--- config.mk ---
export PLATFORM = sky130hd
export DESIGN_NAME = id_ex_stage
export DESIGN_NICKNAME = d
export VERILOG_FILES = /design/src/rtl/id_ex_stage.sv
export SDC_FILE = /design/constraint.sdc
export NUM_CORES = 1
export LEC_CHECK = 0
export CORE_AREA = 2 2 157 159
export CTS_CLUSTER_DIAMETER = 100
export CTS_CLUSTER_SIZE = 14
export DETAILED_ROUTE_END_ITERATION = 7
export DIE_AREA = 0 0 159 161
export DONT_BUFFER_PORTS = 1
export SKIP_LAST_GASP = 1
export SYNTH_ARGS = -nofsm -noshare
export SYNTH_HDL_FRONTEND = slang
export SYNTH_SLANG_ARGS = --single-unit
export TNS_END_PERCENT = 20
--- constraint.sdc ---
create_clock -name clk -period 2.32 [get_ports clk]
set_clock_uncertainty 0.15 [all_clocks]
set_input_delay 0.232 -clock clk [delete_from_list [all_inputs] [get_ports clk]]
set_output_delay 0.232 -clock clk [all_outputs]
set_load 0.005 [all_outputs]
--- src/rtl/id_ex_stage.sv ---
// ID/EX pipeline register with load-use hazard detection and bubble insertion.
// Priority per cycle: stall (hold) > bubble (clear) > load (capture decode fields).
// bubbleCount is a saturating 16-bit tally of inserted bubbles.
module id_ex_stage #(
    parameter int unsigned XLEN = 32
) (
    input  logic            clk,
    input  logic            rst_n,
    input  logic            validD,
    input  logic            stallE,
    input  logic            flushE,
    input  logic [2:0]      ALUControlD,
    input  logic            RegWriteD,
    input  logic            MemWriteD,
    input  logic            ALUSrcD,
    input  logic            JumpD,
    input  logic            BranchD,
    input  logic [1:0]      ResultSrcD,
    input  logic [2:0]      funct3D,
    input  logic [XLEN-1:0] RD1D,
    input  logic [XLEN-1:0] RD2D,
    input  logic [XLEN-1:0] PCD,
    input  logic [XLEN-1:0] ImmExtD,
    input  logic [XLEN-1:0] PCPlus4D,
    input  logic [4:0]      Rs1D,
    input  logic [4:0]      Rs2D,
    input  logic [4:0]      RdD,
    output logic [2:0]      ALUControlE,
    output logic            RegWriteE,
    output logic            MemWriteE,
    output logic            ALUSrcE,
    output logic            JumpE,
    output logic            BranchE,
    output logic [1:0]      ResultSrcE,
    output logic [2:0]      funct3E,
    output logic [XLEN-1:0] RD1E,
    output logic [XLEN-1:0] RD2E,
    output logic [XLEN-1:0] PCE,
    output logic [XLEN-1:0] ImmExtE,
    output logic [XLEN-1:0] PCPlus4E,
    output logic [4:0]      Rs1E,
    output logic [4:0]      Rs2E,
    output logic [4:0]      RdE,
    output logic            validE,
    output logic            lwStallD,
    output logic [15:0]     bubbleCount
);

    localparam logic [1:0]  ResLoad = 2'b01;
    localparam logic [15:0] CntMax  = 16'hFFFF;

    logic            bubble;
    logic            load;

    logic [2:0]      alucontrol_d;
    logic            regwrite_d;
    logic            memwrite_d;
    logic            alusrc_d;
    logic            jump_d;
    logic            branch_d;
    logic [1:0]      resultsrc_d;
    logic [2:0]      funct3_d;
    logic [XLEN-1:0] rd1_d;
    logic [XLEN-1:0] rd2_d;
    logic [XLEN-1:0] pc_d;
    logic [XLEN-1:0] immext_d;
    logic [XLEN-1:0] pcplus4_d;
    logic [4:0]      rs1_d;
    logic [4:0]      rs2_d;
    logic [4:0]      rd_d;
    logic            valid_d;
    logic [15:0]     bubblecount_d;

    // Load-use hazard: a valid load in E writing a nonzero register read by a valid D instruction.
    // A bubble leaves validE=0, so the request cannot re-fire off its own bubble.
    always_comb begin
        lwStallD = 1'b0;
        if (validE && (ResultSrcE == ResLoad) && (RdE != 5'd0) && validD &&
            ((RdE == Rs1D) || (RdE == Rs2D))) begin
            lwStallD = 1'b1;
        end
    end

    // Action decode; a flush coinciding with a load-use stall is a single bubble.
    always_comb begin
        bubble = !stallE && (flushE || lwStallD);
        load   = !stallE && !flushE && !lwStallD;
    end

    // Next-state for every E field: hold by default, clear on bubble, capture on load.
    always_comb begin
        alucontrol_d = ALUControlE;
        regwrite_d   = RegWriteE;
        memwrite_d   = MemWriteE;
        alusrc_d     = ALUSrcE;
        jump_d       = JumpE;
        branch_d     = BranchE;
        resultsrc_d  = ResultSrcE;
        funct3_d     = funct3E;
        rd1_d        = RD1E;
        rd2_d        = RD2E;
        pc_d         = PCE;
        immext_d     = ImmExtE;
        pcplus4_d    = PCPlus4E;
        rs1_d        = Rs1E;
        rs2_d        = Rs2E;
        rd_d         = RdE;
        valid_d      = validE;
        if (bubble) begin
            alucontrol_d = '0;
            regwrite_d   = 1'b0;
            memwrite_d   = 1'b0;
            alusrc_d     = 1'b0;
            jump_d       = 1'b0;
            branch_d     = 1'b0;
            resultsrc_d  = '0;
            funct3_d     = '0;
            rd1_d        = '0;
            rd2_d        = '0;
            pc_d         = '0;
            immext_d     = '0;
            pcplus4_d    = '0;
            rs1_d        = '0;
            rs2_d        = '0;
            rd_d         = '0;
            valid_d      = 1'b0;
        end else if (load) begin
            alucontrol_d = ALUControlD;
            // An empty decode slot must not cause architectural side effects downstream.
            regwrite_d   = RegWriteD & validD;
            memwrite_d   = MemWriteD & validD;
            jump_d       = JumpD & validD;
            branch_d     = BranchD & validD;
            alusrc_d     = ALUSrcD;
            resultsrc_d  = ResultSrcD;
            funct3_d     = funct3D;
            rd1_d        = RD1D;
            rd2_d        = RD2D;
            pc_d         = PCD;
            immext_d     = ImmExtD;
            pcplus4_d    = PCPlus4D;
            rs1_d        = Rs1D;
            rs2_d        = Rs2D;
            rd_d         = RdD;
            valid_d      = validD;
        end
    end

    // Saturating bubble counter next-state.
    always_comb begin
        bubblecount_d = bubbleCount;
        if (bubble && (bubbleCount != CntMax)) begin
            bubblecount_d = bubbleCount + 16'd1;
        end
    end

    // E-stage state register with asynchronous clear.
    always_ff @(posedge clk or negedge rst_n) begin
        if (!rst_n) begin
            ALUControlE <= '0;
            RegWriteE   <= 1'b0;
            MemWriteE   <= 1'b0;
            ALUSrcE     <= 1'b0;
            JumpE       <= 1'b0;
            BranchE     <= 1'b0;
            ResultSrcE  <= '0;
            funct3E     <= '0;
            RD1E        <= '0;
            RD2E        <= '0;
            PCE         <= '0;
            ImmExtE     <= '0;
            PCPlus4E    <= '0;
            Rs1E        <= '0;
            Rs2E        <= '0;
            RdE         <= '0;
            validE      <= 1'b0;
            bubbleCount <= '0;
        end else begin
            ALUControlE <= alucontrol_d;
            RegWriteE   <= regwrite_d;
            MemWriteE   <= memwrite_d;
            ALUSrcE     <= alusrc_d;
            JumpE       <= jump_d;
            BranchE     <= branch_d;
            ResultSrcE  <= resultsrc_d;
            funct3E     <= funct3_d;
            RD1E        <= rd1_d;
            RD2E        <= rd2_d;
            PCE         <= pc_d;
            ImmExtE     <= immext_d;
            PCPlus4E    <= pcplus4_d;
            Rs1E        <= rs1_d;
            Rs2E        <= rs2_d;
            RdE         <= rd_d;
            validE      <= valid_d;
            bubbleCount <= bubblecount_d;
        end
    end

endmodule
Word-level counts from Yosys, hierarchy flattened

Cells that the tools add are included.

Flip-flop bits (word level): 205
Latch bits: 0
Bits in writable memories: 0
ROM bits: 0
Bits of input ports: 193
Output and inout bits: 206
Memories kept: 0

Add/subtract/negate cells: 1
Multipliers: 0
Div/mod/pow operators: 0
Order comparisons: 0
Equal/unequal tests: 4
Shifts and indexed selects: 0
Muxes and demuxes: 35
Bitwise operators: 4
Reductions and logical operators: 15

Operators with widths:

| kind                                           | count |
|---|---|
| two-way mux 32 bit                             | 10 |
| two-way mux 5 bit                              | 6 |
| adder 16 x 1 -> 16 bit (second input constant) | 1 |
| != test 16 bit (second input constant)         | 1 |
| two-way mux 1 bit                              | 13 |
| two-way mux 3 bit                              | 4 |
| == test 5 bit                                  | 2 |
| logical AND 1 bit                              | 8 |
| nonzero test 5 bit                             | 1 |
| bitwise AND 1 bit                              | 4 |
| two-way mux 2 bit                              | 2 |
| zero test 1 bit                                | 3 |
| == test 2 x 1 -> 1 bit (second input constant) | 1 |
| logical OR 1 bit                               | 2 |
| nonzero test 2 bit                             | 1 |

Logic depth before layout (Yosys ltp)

Depth after elaboration: 10
Depth in mapped cells: 8

Least setup slack after synthesis

No wires, ideal clock.

Path type: register to register
From: register RdE[2]
To: register bubbleCount[1]
Setup time: 0.125 ns
Arrival time: 1.928 ns
Required time: 2.045 ns
Setup slack: 0.117 ns
Stages on the path, launching flop included: 7
Path through: dfrtp_1 > xor2_1 > nor3_2 > a22oi_1 > o31a_4 > or3_4 > mux2_4

Longest elaborated chain between the ends: 8

Ends and longest elaborated chain:

| what                           | RTL line | source |
|---|---|---|
| start: declaration             | 43       | `output logic [4:0] RdE,` |
| start signal: assignment       | 194      | `RdE <= rd_d;` |
| nonzero test 5 bit             | 78       | `if (validE && (ResultSrcE == ResLoad) && (RdE != 5'd0) && validD &&` |
| logical AND 1 bit (2 in a row) | 78       |  |
| logical AND 1 bit *            | 78       |  |
| two-way mux 1 bit *            | 78       |  |
| logical OR 1 bit *             | 86       | `bubble = !stallE && (flushE \|\| lwStallD);` |
| logical AND 1 bit *            | 86       |  |
| logical AND 1 bit *            | 152      | `if (bubble && (bubbleCount != CntMax)) begin` |
| end signal: assignment         | 196      | `bubbleCount <= bubblecount_d;` |
| end: declaration               | 46       | `output logic [15:0] bubbleCount` |

Mark *: on every way between the ends. The rest lies on a longest branch, timed or not.
A chain may end at the register's enable or synchronous reset.

Worst setup path in the final report

From: register RdE[1]
To: register ALUSrcE

Longest elaborated chain between the ends: 8

Ends and longest elaborated chain:

| what                                                           | RTL line | source |
|---|---|---|
| nonzero test 5 bit                                             | 78       |  |
| logical AND 1 bit (2 in a row)                                 | 78       |  |
| logical AND 1 bit *                                            | 78       |  |
| two-way mux 1 bit *                                            | 78       |  |
| logical OR 1 bit / zero test 1 bit (equally long branches)     | 86, 87   |  |
| logical AND 1 bit, on equally long branches                    | 86, 87   |  |
| two-way mux 1 bit / nonzero test 2 bit (equally long branches) | -        |  |
| end signal: assignment                                         | 182      | `ALUSrcE <= alusrc_d;` |
| end: declaration                                               | 31       | `output logic ALUSrcE,` |

Marked as above.

==> load_flow_metrics.sql <==
INSERT INTO impl_metrics (metric_group, metric, value, unit) VALUES
('floorplanning', 'design.die.area', '0.0256', 'mm²'),
('drt', 'detail_route.drc_violations', '0', ''),
('placed_design', 'hpwlAfterDp', '14700', 'µm'),
('critical_path', 'reg2reg_slack', '20', 'ps'),
('logic_synthesis', 'syn-mean-instance-area', '9.14', 'µm²'),
('timing', 'fmax', '0.435', 'GHz'),
('cts', 'cts_buffers', '18', ''),
('drt', 'detailroute.via_count', '6693', ''),
('power_and_ir_drop', 'power_density', '711', 'mW/mm²'),
('floorplanning', 'die_y', '161', 'µm'),
('power_and_ir_drop', 'power.ir.vdd_worst', '424', 'µV'),
('cts', 'path_clk_slew', '70', 'ps'),
('cts', 'cts_tree', 'built', ''),
('layout', 'layoutNonFillerInstCount', '1376', ''),
('critical_path', 'worst-r2r-cell-count', '6', ''),
('timing', 'timing.final.max_slew_violations', '0', ''),
('drt', 'detail_route.iter0.violations', '520', ''),
('timing', 'final.period_utilization', '0.992', ''),
('floorplanning', 'core_region_area', '0.0240', 'mm²'),
('logic_synthesis', 'yosys_warnings', '0', ''),
('critical_path', 'path_buf_inv', '1', ''),
('timing', 'maxSlewHeadroom', '0.335', ''),
('floorplanning', 'io-pin-count', '399', ''),
('critical_path', 'critical_path_class', 'flip-flop to flip-flop', ''),
('run_status', 'status', 'finished with violations', ''),
('critical_path', 'timing.critical_path.required', '2550', 'ps'),
('placed_design', 'port-buffer-count', '0', ''),
('critical_path', 'rr_startpoint', 'RdE[1]', ''),
('critical_path', 'critical_path.top_delay_family', 'simple AND/OR/NAND/NOR gates', ''),
('drt', 'routed_wl', '23600', 'µm'),
('logic_synthesis', 'ys_seq_area_frac', '0.613', ''),
('critical_path', 'path_cells', 'or4_1 -> nor2_2 -> o31a_4 -> buf_4 -> nand2_1 -> o21ai_0', ''),
('critical_path', 'critPathMaxStageDelay', '550', 'ps'),
('run_status', 'failed_checks', 'negative hold slack', ''),
('drt', 'route.antenna.remaining_nets', '0', ''),
('timing', 'hold-worst-slack', '-703', 'ps'),
('logic_synthesis', 'post_synth_inst_count', '916', ''),
('drt', 'drtPass1Iterations', '5', ''),
('drt', 'via_density_per_instance', '4.86', ''),
('power_and_ir_drop', 'finalPower', '7.71', 'mW'),
('power_and_ir_drop', 'power.net_switching', '1.92', 'mW'),
('timing', 'hold_violations', '270', ''),
('placed_design', 'dpl.cell_count', '1202', ''),
('power_and_ir_drop', 'combinational_fraction_of_design_power', '0.105', ''),
('floorplanning', 'placement_rows', '57', ''),
('logic_synthesis', 'synthesis.nets', '1110', ''),
('cts', 'insertion_delay', '480', 'ps'),
('critical_path', 'sort_of_element_at_the_end_of_the_critical_path', 'flip-flop', ''),
('power_and_ir_drop', 'p_int', '5.78', 'mW'),
('timing', 'grt_setup_unrepaired', 'true', ''),
('floorplanning', 'die-width', '159', 'µm'),
('global_route', 'first_global_vias', '6598', ''),
('global_route', 'grt_max_degree', '394', ''),
('critical_path', 'worstReg2RegEnd', 'ALUSrcE', ''),
('worst_hold_path', 'min_path_type', 'primary input to async pin', ''),
('job', 'max-cap-violations', '0', ''),
('critical_path', 'arrival_time_at_the_worst_endpoint', '2530', 'ps'),
('timing', 'setup_violations', '0', ''),
('logic_synthesis', 'yosys-top-cells-area', 'sky130_fd_sc_hd__dfrtp_1, sky130_fd_sc_hd__nand2_1, sky130_fd_sc_hd__o21ai_0, sky130_fd_sc_hd__xor2_1, sky130_fd_sc_hd__clkbuf_1', ''),
('drt', 'drt-wirelength-per-cell', '17.2', 'µm'),
('cts', 'ctsLongestPathBuffers', '3', ''),
('layout', 'filler_cell_count', '2239', ''),
('layout', 'seq_area', '0.00513', 'mm²'),
('global_route', 'grt_remaining_overflow', '0', ''),
('logic_synthesis', 'syn-cell-area', '0.00837', 'mm²'),
('layout', 'final_nets', '1246', ''),
('global_route', 'grt_first_pass_wirelength', '36500', 'µm'),
('critical_path', 'critical_path_peak_fanout', '32', ''),
('layout', 'areaGrowthSynthToFinish', '29.6', '%'),
('cts', 'cts.sink_count', '205', ''),
('power_and_ir_drop', 'seq_power_share', '0.546', '');
## synth_stat cells
master                     number
sky130_fd_sc_hd__a22oi_1        1
sky130_fd_sc_hd__and3_1         1
sky130_fd_sc_hd__and4_1         1
sky130_fd_sc_hd__buf_2         20
sky130_fd_sc_hd__buf_6          2
sky130_fd_sc_hd__clkbuf_1      43
sky130_fd_sc_hd__dfrtp_1      205
sky130_fd_sc_hd__ha_1           1
sky130_fd_sc_hd__inv_1          5
sky130_fd_sc_hd__mux2_4         1
sky130_fd_sc_hd__mux2i_1        1
sky130_fd_sc_hd__nand2_1      380
sky130_fd_sc_hd__nand3_1        7
sky130_fd_sc_hd__nand3b_1       2
sky130_fd_sc_hd__nand4_1        2
sky130_fd_sc_hd__nand4b_1       1
sky130_fd_sc_hd__nor2_1         7
sky130_fd_sc_hd__nor3_1         5
sky130_fd_sc_hd__nor3_2         2
sky130_fd_sc_hd__nor4_1         3
sky130_fd_sc_hd__nor4_2         3
sky130_fd_sc_hd__nor4b_1        2
sky130_fd_sc_hd__nor4b_2        1
sky130_fd_sc_hd__o21ai_0      190
sky130_fd_sc_hd__o21ai_1        1
sky130_fd_sc_hd__o31a_4         1
sky130_fd_sc_hd__or3_4          1
sky130_fd_sc_hd__or4_1          3
sky130_fd_sc_hd__xnor2_1        4
sky130_fd_sc_hd__xor2_1        20
## final cells by class
cell class,count,area share
multi-input combinational,641,0.274
clock inverter,1,0.000692
timing repair buffer,181,0.169
sequential,205,0.473
inverter,5,0.00173
tap,324,0.0374
clock buffer,19,0.0438
## placed cells by master, fill, tap and decap left out, types with 6 or more instances in the layout
cell type,synthesis,routed
sky130_fd_sc_hd__buf_12,0,6
sky130_fd_sc_hd__dlygate4sd3_1,0,153
sky130_fd_sc_hd__o21ai_0,190,179
sky130_fd_sc_hd__clkbuf_16,0,19
sky130_fd_sc_hd__buf_4,0,21
sky130_fd_sc_hd__nor2_1,7,6
sky130_fd_sc_hd__xor2_1,20,20
sky130_fd_sc_hd__nand2_1,380,380
sky130_fd_sc_hd__dfrtp_1,205,204
sky130_fd_sc_hd__o21ai_1,1,12
sky130_fd_sc_hd__nand3_1,7,7
## worst max-delay path by stage
stage	from	endpoint	slack, ps	cells after the start
floorplan	RdE[2]	bubbleCount[1]	120	6
global placement	RdE[2]	bubbleCount[1]	30	6
detailed placement	RdE[2]	bubbleCount[13]	-50	7
CTS	RdE[1]	ALUSrcE	-30	6
global route	RdE[1]	RD1E[6]	-90	7
finish	RdE[1]	ALUSrcE	20	6
## cell families after synthesis
logic type                 count (synthesis)  share of synthesized area
adders and majority gates                  1                    0.00149
DFF                                      205                      0.613
buffers and inverters                     70                     0.0362
muxes                                      2                    0.00299
AOI/OAI and AO/OA                        193                      0.117
and+or+nand+nor                          421                      0.204
xor gates and xnor gates                  24                     0.0251
## worst reg2reg max path, stage by stage, from the launching register on
cell and delay [ps]:
sky130_fd_sc_hd__dfrtp_2 450, sky130_fd_sc_hd__or4_1 550, sky130_fd_sc_hd__nor2_2 150, sky130_fd_sc_hd__o31a_4 240, sky130_fd_sc_hd__buf_4 360, sky130_fd_sc_hd__nand2_1 130, sky130_fd_sc_hd__o21ai_0 170
## sequential cells by signal, indices dropped and copies added, names as in the netlist
| name | flops |
|---|---|
| funct3E | 3 |
| BranchE | 1 |
| RegWriteE | 1 |
| PCPlus4E | 32 |
| RD2E | 32 |
| Rs1E | 5 |
| bubbleCount | 16 |
| ImmExtE | 32 |
| JumpE | 1 |
| RD1E | 32 |
| MemWriteE | 1 |
| ResultSrcE | 2 |
| RdE | 5 |
| ALUSrcE | 1 |
| ALUControlE | 3 |
| validE | 1 |
| Rs2E | 5 |
| PCE | 32 |
## power groups by stage
stage	Clock, mW	Sequential (mW)	Combinational (mW)
2_1_floorplan	0	4.18	0.471
3_3_place_gp	0	4.27	0.550
3_5_place_dp	0	4.27	0.581
4_1_cts	2.79	4.21	0.766
5_1_grt	2.93	4.25	0.909
6_report	2.69	4.21	0.812
## repair_timing
action                                  in CTS  in global routing
hold buffers                               134                 19
hold endpoints to repair                   410                408
pin swaps                                    1                  2
endpoints found under the setup margin       4                153
gates resized for setup                      1                 18
buffers inserted                             0                  1
## stage by stage
stage	hold WS (ps)	TNS, ps	util	setup WS [ps]	cell area (µm²)
finish	-703	0	0.453	19.7	10800
global route	-732	-1920	0.453	-85.3	10800
CTS	-732	-26.8	0.443	-26.8	10600
detailed placement	-210	-88.7	0.366	-51.7	8780
global placement	-210	0	0.366	32.8	8780
floorplan	-214	0	-	117	8370
## layer usage
| layer | track usage | vias up | share of wire |
|---|---|---|---|
| met2 | 0.298 | 307 | 0.49 |
| met5 | 0 | - | 0 |
| met4 | 0.0562 | 0 | 0.025 |
| met3 | 0.0606 | 44 | 0.095 |
| li1 | - | 3216 | - |
| met1 | 0.206 | 3126 | 0.39 |
(Power assumes the default switching activity.)
